## src/rtl/pe_conv_ctrl.sv

```systemverilog
// Sequences one external MAC through a row-stationary 1-D convolution. Define PE_CTRL_ZERO_SKIP_EN
// to drop mac_en on zero activations after the first tap of each window.
module pe_conv_ctrl #(
  parameter int unsigned DATA_W    = 16,
  parameter int unsigned FILT_MAX  = 8,
  parameter int unsigned IFMAP_MAX = 32
) (
  input  logic                          clk,
  input  logic                          rst,
  input  logic                          start,
  input  logic [$clog2(FILT_MAX):0]     filt_len,
  input  logic [$clog2(IFMAP_MAX):0]    ifmap_len,
  input  logic                          w_valid,
  output logic                          w_ready,
  input  logic [DATA_W-1:0]             w_data,
  input  logic                          a_valid,
  output logic                          a_ready,
  input  logic [DATA_W-1:0]             a_data,
  input  logic                          pin_valid,
  output logic                          pin_ready,
  input  logic [DATA_W-1:0]             pin_data,
  output logic                          pout_valid,
  input  logic                          pout_ready,
  output logic [DATA_W-1:0]             pout_data,
  output logic [DATA_W-1:0]             mac_a,
  output logic [DATA_W-1:0]             mac_w,
  output logic [DATA_W-1:0]             mac_sum,
  output logic                          mac_en,
  input  logic [2*DATA_W-1:0]           mac_out,
  output logic                          busy,
  output logic                          done,
  output logic                          cfg_err
);

  localparam int unsigned FLEN_W = $clog2(FILT_MAX) + 1;
  localparam int unsigned ILEN_W = $clog2(IFMAP_MAX) + 1;
  localparam int unsigned WIDX_W = (FILT_MAX > 1) ? $clog2(FILT_MAX) : 1;
  localparam int unsigned AIDX_W = (IFMAP_MAX > 1) ? $clog2(IFMAP_MAX) : 1;

  localparam logic [FLEN_W-1:0] F_ONE       = FLEN_W'(1);
  localparam logic [ILEN_W-1:0] I_ONE       = ILEN_W'(1);
  localparam logic [FLEN_W-1:0] FILT_MAX_L  = FLEN_W'(FILT_MAX);
  localparam logic [ILEN_W-1:0] IFMAP_MAX_L = ILEN_W'(IFMAP_MAX);

  typedef enum logic [2:0] {
    S_IDLE,
    S_LOAD_W,
    S_LOAD_A,
    S_PSUM_WAIT,
    S_MAC,
    S_EMIT,
    S_DONE
  } state_t;

  state_t state_q, state_d;

  logic [FLEN_W-1:0] filt_len_q;
  logic [ILEN_W-1:0] ifmap_len_q;
  logic [ILEN_W-1:0] cnt_q;
  logic [FLEN_W-1:0] tap_q;
  logic [ILEN_W-1:0] win_q;
  logic [DATA_W-1:0] psum_q;

  logic [DATA_W-1:0] wspad [FILT_MAX];
  logic [DATA_W-1:0] aspad [IFMAP_MAX];

  logic              cfg_ok;
  logic              w_hs, a_hs, pin_hs, pout_hs;
  logic              w_last, a_last, tap_last, win_last;
  logic [ILEN_W-1:0] n_win;
  logic [ILEN_W-1:0] a_idx;
  logic [DATA_W-1:0] a_sel, w_sel;
  logic              unused_bits;

  // A start is legal when 1 <= S <= FILT_MAX and S <= W <= IFMAP_MAX.
  assign cfg_ok = (filt_len != '0) && (filt_len <= FILT_MAX_L) &&
                  (ifmap_len <= IFMAP_MAX_L) && (ifmap_len >= ILEN_W'(filt_len));

  assign n_win    = ifmap_len_q - ILEN_W'(filt_len_q) + I_ONE;
  assign w_last   = (cnt_q == ILEN_W'(filt_len_q) - I_ONE);
  assign a_last   = (cnt_q == ifmap_len_q - I_ONE);
  assign tap_last = (tap_q == filt_len_q - F_ONE);
  assign win_last = ((win_q + I_ONE) == n_win);

  assign a_idx = win_q + ILEN_W'(tap_q);
  assign a_sel = aspad[a_idx[AIDX_W-1:0]];
  assign w_sel = wspad[tap_q[WIDX_W-1:0]];

  // Psums are modulo 2^DATA_W, so the MAC's upper result bits are never consumed.
  assign unused_bits = ^{mac_out[2*DATA_W-1:DATA_W], a_idx[ILEN_W-1:AIDX_W]};

  always_ff @(posedge clk) begin
    if (rst) state_q <= S_IDLE;
    else     state_q <= state_d;
  end

  // Next state, handshake strobes and decoded outputs.
  always_comb begin
    state_d    = state_q;
    w_ready    = 1'b0;
    a_ready    = 1'b0;
    pin_ready  = 1'b0;
    pout_valid = 1'b0;
    pout_data  = '0;
    mac_en     = 1'b0;
    mac_a      = '0;
    mac_w      = '0;
    mac_sum    = '0;
    done       = 1'b0;
    busy       = (state_q != S_IDLE);
    w_hs       = 1'b0;
    a_hs       = 1'b0;
    pin_hs     = 1'b0;
    pout_hs    = 1'b0;
    case (state_q)
      S_IDLE: begin
        if (start && cfg_ok) state_d = S_LOAD_W;
      end
      S_LOAD_W: begin
        w_ready = 1'b1;
        w_hs    = w_valid;
        if (w_valid && w_last) state_d = S_LOAD_A;
      end
      S_LOAD_A: begin
        a_ready = 1'b1;
        a_hs    = a_valid;
        if (a_valid && a_last) state_d = S_PSUM_WAIT;
      end
      S_PSUM_WAIT: begin
        pin_ready = 1'b1;
        pin_hs    = pin_valid;
        if (pin_valid) state_d = S_MAC;
      end
      S_MAC: begin
        mac_a   = a_sel;
        mac_w   = w_sel;
        mac_sum = (tap_q == '0) ? psum_q : mac_out[DATA_W-1:0];
`ifdef PE_CTRL_ZERO_SKIP_EN
        // Tap 0 must always issue to load the incoming psum into the chain.
        mac_en  = (tap_q == '0) || (a_sel != '0);
`else
        mac_en  = 1'b1;
`endif
        if (tap_last) state_d = S_EMIT;
      end
      S_EMIT: begin
        pout_valid = 1'b1;
        pout_data  = mac_out[DATA_W-1:0];
        pout_hs    = pout_ready;
        if (pout_ready) state_d = win_last ? S_DONE : S_PSUM_WAIT;
      end
      S_DONE: begin
        done    = 1'b1;
        state_d = S_IDLE;
      end
      default: state_d = S_IDLE;
    endcase
  end

  // Lengths, load/tap/window counters, latched psum and sticky config error.
  always_ff @(posedge clk) begin
    if (rst) begin
      filt_len_q  <= '0;
      ifmap_len_q <= '0;
      cnt_q       <= '0;
      tap_q       <= '0;
      win_q       <= '0;
      psum_q      <= '0;
      cfg_err     <= 1'b0;
    end else begin
      if (state_q == S_IDLE && start) begin
        cfg_err <= !cfg_ok;
        if (cfg_ok) begin
          filt_len_q  <= filt_len;
          ifmap_len_q <= ifmap_len;
          cnt_q       <= '0;
          win_q       <= '0;
        end
      end
      if (w_hs) cnt_q <= w_last ? '0 : cnt_q + I_ONE;
      if (a_hs) cnt_q <= a_last ? '0 : cnt_q + I_ONE;
      if (pin_hs) begin
        psum_q <= pin_data;
        tap_q  <= '0;
      end
      if (state_q == S_MAC) tap_q <= tap_q + F_ONE;
      if (pout_hs) win_q <= win_q + I_ONE;
    end
  end

  // Scratchpads carry no reset; contents are only read after being loaded.
  always_ff @(posedge clk) begin
    if (w_hs) wspad[cnt_q[WIDX_W-1:0]] <= w_data;
    if (a_hs) aspad[cnt_q[AIDX_W-1:0]] <= a_data;
  end

endmodule

```

## config.mk

```make
export PLATFORM = sky130hd
export DESIGN_NAME = pe_conv_ctrl
export DESIGN_NICKNAME = d
export VERILOG_FILES = /design/src/rtl/pe_conv_ctrl.sv
export SDC_FILE = /design/constraint.sdc
export NUM_CORES = 1
export LEC_CHECK = 0
export CAP_MARGIN = 20
export CORE_AREA = 5 5 315 194
export CTS_BUF_LIST = sky130_fd_sc_hd__clkbuf_8
export CTS_CLUSTER_DIAMETER = 150
export DETAILED_ROUTE_END_ITERATION = 10
export DIE_AREA = 0 0 320 199
export MAX_ROUTING_LAYER = met4
export PLACE_DENSITY = 0.66
export SLEW_MARGIN = 20
export SYNTH_ARGS = -nofsm -noshare
export SYNTH_HDL_FRONTEND = slang
export SYNTH_SLANG_ARGS = --single-unit
```

## constraint.sdc

```tcl
create_clock -name clk -period 4.1 [get_ports clk]
set_input_delay 0.41 -clock clk [delete_from_list [all_inputs] [get_ports clk]]
set_output_delay 0.41 -clock clk [all_outputs]
set_load 0.02 [all_outputs]
```

======== Yosys cells after proc, flatten, opt, wreduce, memory -nomap -nowiden ========
Memories as Yosys holds them, arrays and structs flattened. A register that Yosys moved wholly into a read port is not among the register bits.
Index checks and enable logic that the tools add are counted.
storage, ports and cells
  memories ................................ 2
  flip-flop bits (word level) ............. 46
  input port bits ......................... 97
  output and inout bits ................... 72
  word-level logic and storage cells ...... 97
  RAM bits ................................ 640
cells by class
  equal/unequal tests ..................... 16
  add/sub/neg operators ................... 9
  order comparisons ....................... 3
  reduce and logical (&&, ||, !) cells .... 21
  mux-type cells .......................... 38
memory list
  memory  depth  bits a word  rd ports  clocked after memory_dff  write ports  RTL line  RTL
  aspad   32     16           1         0                         1            65        logic [DATA_W-1:0] aspad [IFMAP_MAX];
  wspad   8      16           1         1                         1            64        logic [DATA_W-1:0] wspad [FILT_MAX];
operators by type and width
  cell                 count
  $mux 16              5
  $mux 6               7
  $mux 3               9
  $add 6x1->6 const B  3
  $eq 6x6->1           3
  $pmux 3 s6           1
  $mux 1               14
  $ne 2x2->1 const B   6
  $eq 3x3->1 const B   3
  $reduce_bool 3->1    3
  $mux 4               2
  $logic_and 1x1->1    7
  $eq 3x2->1 const B   2
  $ge 6x4->1           1
  $le 6x6->1 const B   1
  $reduce_and 2->1     3
  $reduce_and 6->1     1
  $reduce_bool 2->1    3
  $sub 6x1->6 const B  1
  $sub 6x4->6          1
  $add 5x4->5          1
  $sub 4x1->5 const B  1
  $add 4x1->4 const B  1
  $eq 4x4->1           1
  other kinds (7)      7

======== Logic depth before layout (Yosys ltp) ========
Gate-level depths: netlist (run 1).
  word-level depth ........................ 8
  depth in mapped cells ................... 12
  mapped depth without buffers ............ 12

======== Least setup slack after synthesis (run 1) ========
Ideal clock, no wire load.
  path type ............................... flip-flop to output port
  start point ............................. register tap_q[0]
  end point ............................... output mac_a[0]
  data arrival time ....................... 2749 ps
  path buffers ............................ 3
  data required time ...................... 3690 ps
  cell stages (with the launch flop) ...... 10
  slack ................................... 941 ps
  path through ............................ dfxtp_1 ha_1 fa_1 buf_2 clkbuf_1 clkbuf_1 mux4_2 mux2i_1 nand2_1 a32o_1
on the way
  longest elaborated chain between the ends .. 3
ends and longest elaborated chain
  what                    RTL line  RTL
  from (decl)             60        logic [FLEN_W-1:0] tap_q;
  from (signal assigned)  186       if (state_q == S_MAC) tap_q <= tap_q + F_ONE;
  $add 5x4->5             85        assign a_idx = win_q + ILEN_W'(tap_q);
  $mem_v2 32x16           --
  $mux 16                 115       case (state_q)
  to (decl)               25        output logic [DATA_W-1:0] mac_a,
Every way passes these cells.

======== Worst setup path after layout (run 1) ========
  start point ............................. register tap_q[0]
  end point ............................... output mac_a[8]
The elaborated chain is that of the path after synthesis.

==> flow_metrics.tcl, run 1 <==
set metrics [dict create \
    drtIter0Drc 1498 \
    root_buffer "clkbuf_8" \
    fin_nets 1976 \
    wl_met3_um 5310 \
    drive_above_1_share_pct 25.9 \
    timing.final.crit_share_pct 97.8 \
    cpPeakStageDelay_ns 0.81 \
    vias 15441 \
    fp.dieW_um 320 \
    tightestPinTransition_ns 1.13 \
    finalSetupViolations 0 \
    grt_pass1_wl_um 97200 \
    cts_tree "built" \
    diodes 0 \
    end_kind "output port" \
    cts_made_buffers 99 \
    hold_viol 0 \
    io_buffer_count 152 \
    grt_max_degree 50 \
    netlist_area_mm2 0.0280 \
    dp_hpwl_um 40400 \
    grt_pass1_vias 15301 \
    relSlewSlack_pct 24.6 \
    rrSetupSlack_ns 1.12 \
    dieArea_mm2 0.0637 \
    syn_nets 1669 \
    slowest_stage "fa_4" \
    crit_chain "ha_4 > fa_4 > buf_12 > buf_12 > buf_16 > mux4_2 > mux2i_1 > buf_4 > nand2_2 > a32o_2 > buf_6" \
    fmaxAchievable_mhz 249 \
    finalInstanceArea_mm2 0.0335 \
    clock_path_buffers 3 \
    cp.required_ns 3.69 \
    seq_area_frac_synth_pct 72.2 \
    highest-signal-layer "met4" \
    ant_nets 0 \
    path_delay_family "adder cells" \
    fin_crit_ns 4.01 \
    fp-row-count 69 \
    core-area_mm2 0.0581 \
    asyncSetResetFlopFracSynth_pct 0 \
    met2WireLength_um 28900 \
    cts_sinks 689 \
    drtPass1Iterations 5 \
    leakage_nw 10.7 \
    grt_overflow 0 \
    crit_top_cell "buf_12" \
    wl_met1_um 30700 \
    peakVddDrop_uv 262 \
    cp.arrival_ns 3.60 \
    crit_fanout 11 \
    start_kind "register" \
    clock_latency_ns 0.71 \
    synth_area_per_cell_um2 18.1 \
    drv_cap 0 \
    status "finished clean" \
    ys_seq_elements 689 \
    synth_ff_type "edfxtp_1" \
    synthTopCellsByArea "edfxtp_1 69%, mux4_2 13%, dfxtp_1 3.5%, mux2i_1 2.4%, nand2_1 1.8%" \
    antenna_found_initial 0 \
    die_h_um 199 \
    yosys_warnings 0 \
    skew_ns 0.0286 \
    utilization_pct 57.7 \
    nFillCells 4302 \
    finalNonFillerCells 2716 \
    hold_class "input port to register" \
    power_density_mw_per_mm2 414 \
    initial_core_util_pct 48.2 \
    wl_um 65900 \
    cp_num_buf_inv 5 \
    pin_count 169 \
    synth_edf_count 640 \
    cts_htree_levels 3 \
    pre_cts_slack_ns 0.133 \
    gp_congestion 0.848 \
    drc_errors 0 \
    rsz0062_at_grt "true" \
    syn_inst 1545 \
    setup_ws_ns 0.0915 \
    final_common_cell "edfxtp_1" \
    track_usage_pct 21.2 \
    clkSlewWorstSetupHoldPaths_ns 0.06 \
    crit_type "register to output port" \
    synth_top_area_share_pct 68.7 \
    place_inst 2506 \
    synth_top_area_cell "edfxtp_1" \
    final_cell_mix "640 x edfxtp_1, 160 x mux4_2, 130 x nand2_1, 125 x clkdlybuf4s50_1, 107 x clkbuf_8" \
    final-max-slew-violation-count 0 \
    finalSetupTns_ns 0 \
    placedInstanceArea_mm2 0.0312 \
    synthDistinctLibCells 53 \
    detail_route.wl_per_cell_um 24.3 \
    syn_to_final_growth_pct 19.8 \
    viasPerCell 5.69 \
]
-- area by class of cell --
class	count	area, um^2	share of cell area, %
inverters	26	97.6	0.291
well taps	781	977	2.91
repair buffers	286	2770	8.26
multi-input cells	750	7610	22.7
clock inverters	77	395	1.18
flip-flops and latches	689	20200	60.3
clock buffers	107	1470	4.39
-- state kept, by name (all words and copies together) (netlist names), named ones only --
signal       count
cnt_q            6
ifmap_len_q      6
state_q          3
wspad          128
cfg_err          1
win_q            6
psum_q          16
aspad          512
filt_len_q       4
tap_q            4
-- cells by family after synthesis --
group	share of synthesized area [%]
AND/OR/NAND/NOR	4.97
XOR/XNOR	1.23
buffers and inverters	1.63
adder cells (fa/ha/maj)	1.26
AO/OA/AOI/OAI	3.52
flip-flops	72.2
multiplexers	15.2
-- worst register-to-register path, stage by stage, from the launching register on --
cell	delay (ns)
dfxtp_1	0.38
inv_1	0.08
ha_1	0.27
inv_1	0.05
ha_1	0.15
inv_1	0.06
fa_1	0.48
xnor3_1	0.37
xor2_1	0.16
and4_1	0.23
o211ai_1	0.18
a21oi_1	0.12
o41a_1	0.33
-- per-layer routing --
| layer | up-vias | track usage, % |
|---|---|---|
| li1 | 6783 | - |
| met1 | 8019 | 32.9 |
| met2 | 560 | 29.3 |
| met3 | 79 | 4.51 |
| met4 | 0 | 4.36 |
| met5 | - | - |
-- metrics by stage --
step	hold WS [ns]	total power, mW
after floorplan	0.437	8.48
after global placement	0.445	8.88
after detailed placement	0.452	8.90
after CTS	0.198	14.0
after global routing	0.201	14.5
final	0.248	13.9
-- power by group --
part / internal (mW) / total (mW) / switching [mW]
Clock: 2.59 / 5.13 / 2.54
Sequential: 7.76 / 7.82 / 0.0672
Combinational: 0.405 / 0.934 / 0.529
Total: 10.8 / 13.9 / 3.14
-- final timing paths --
path                end  depth (start not counted)            from
min reg2reg   psum_q[5]                          2       psum_q[5]
max            mac_a[8]                         11        tap_q[0]
max reg2reg  state_q[2]                         12  ifmap_len_q[1]
min           psum_q[3]                          3     pin_data[3]
-- repair_timing --
item                                    in CTS  in global routing
hold buffers                                 0                  0
pin swaps                                   17                  8
endpoints found under the hold margin        0                  0
gates resized for setup                    134                  8
cloned                                       2                  1
endpoints found under the setup margin      16                 16
setup buffers                               17                  7
-- cell usage after synthesis (16+ instances only) --
cell and number:
nor2_1 80, and2_1 21, inv_1 26, nand3_1 19
xnor2_1 19, a21oi_1 78, nand2_1 133, edfxtp_1 640
clkbuf_1 47, ha_1 25, nor2b_1 17, a32o_1 16
mux2i_1 66, dfxtp_1 49, mux4_2 160, buf_2 22
a211oi_1 20
Power figures use the tool's default switching activity.
==> run 2, diff against run 1 <==
--- a/config.mk
+++ b/config.mk
@@ -8,7 +8,6 @@
 export CAP_MARGIN = 20
 export CORE_AREA = 5 5 315 194
 export CTS_BUF_LIST = sky130_fd_sc_hd__clkbuf_8
-export CTS_CLUSTER_DIAMETER = 150
 export DETAILED_ROUTE_END_ITERATION = 10
 export DIE_AREA = 0 0 320 199
 export MAX_ROUTING_LAYER = met4
==> results of run 2 <==
The final DEF is identical to that of run 1; final timing and power are the same.
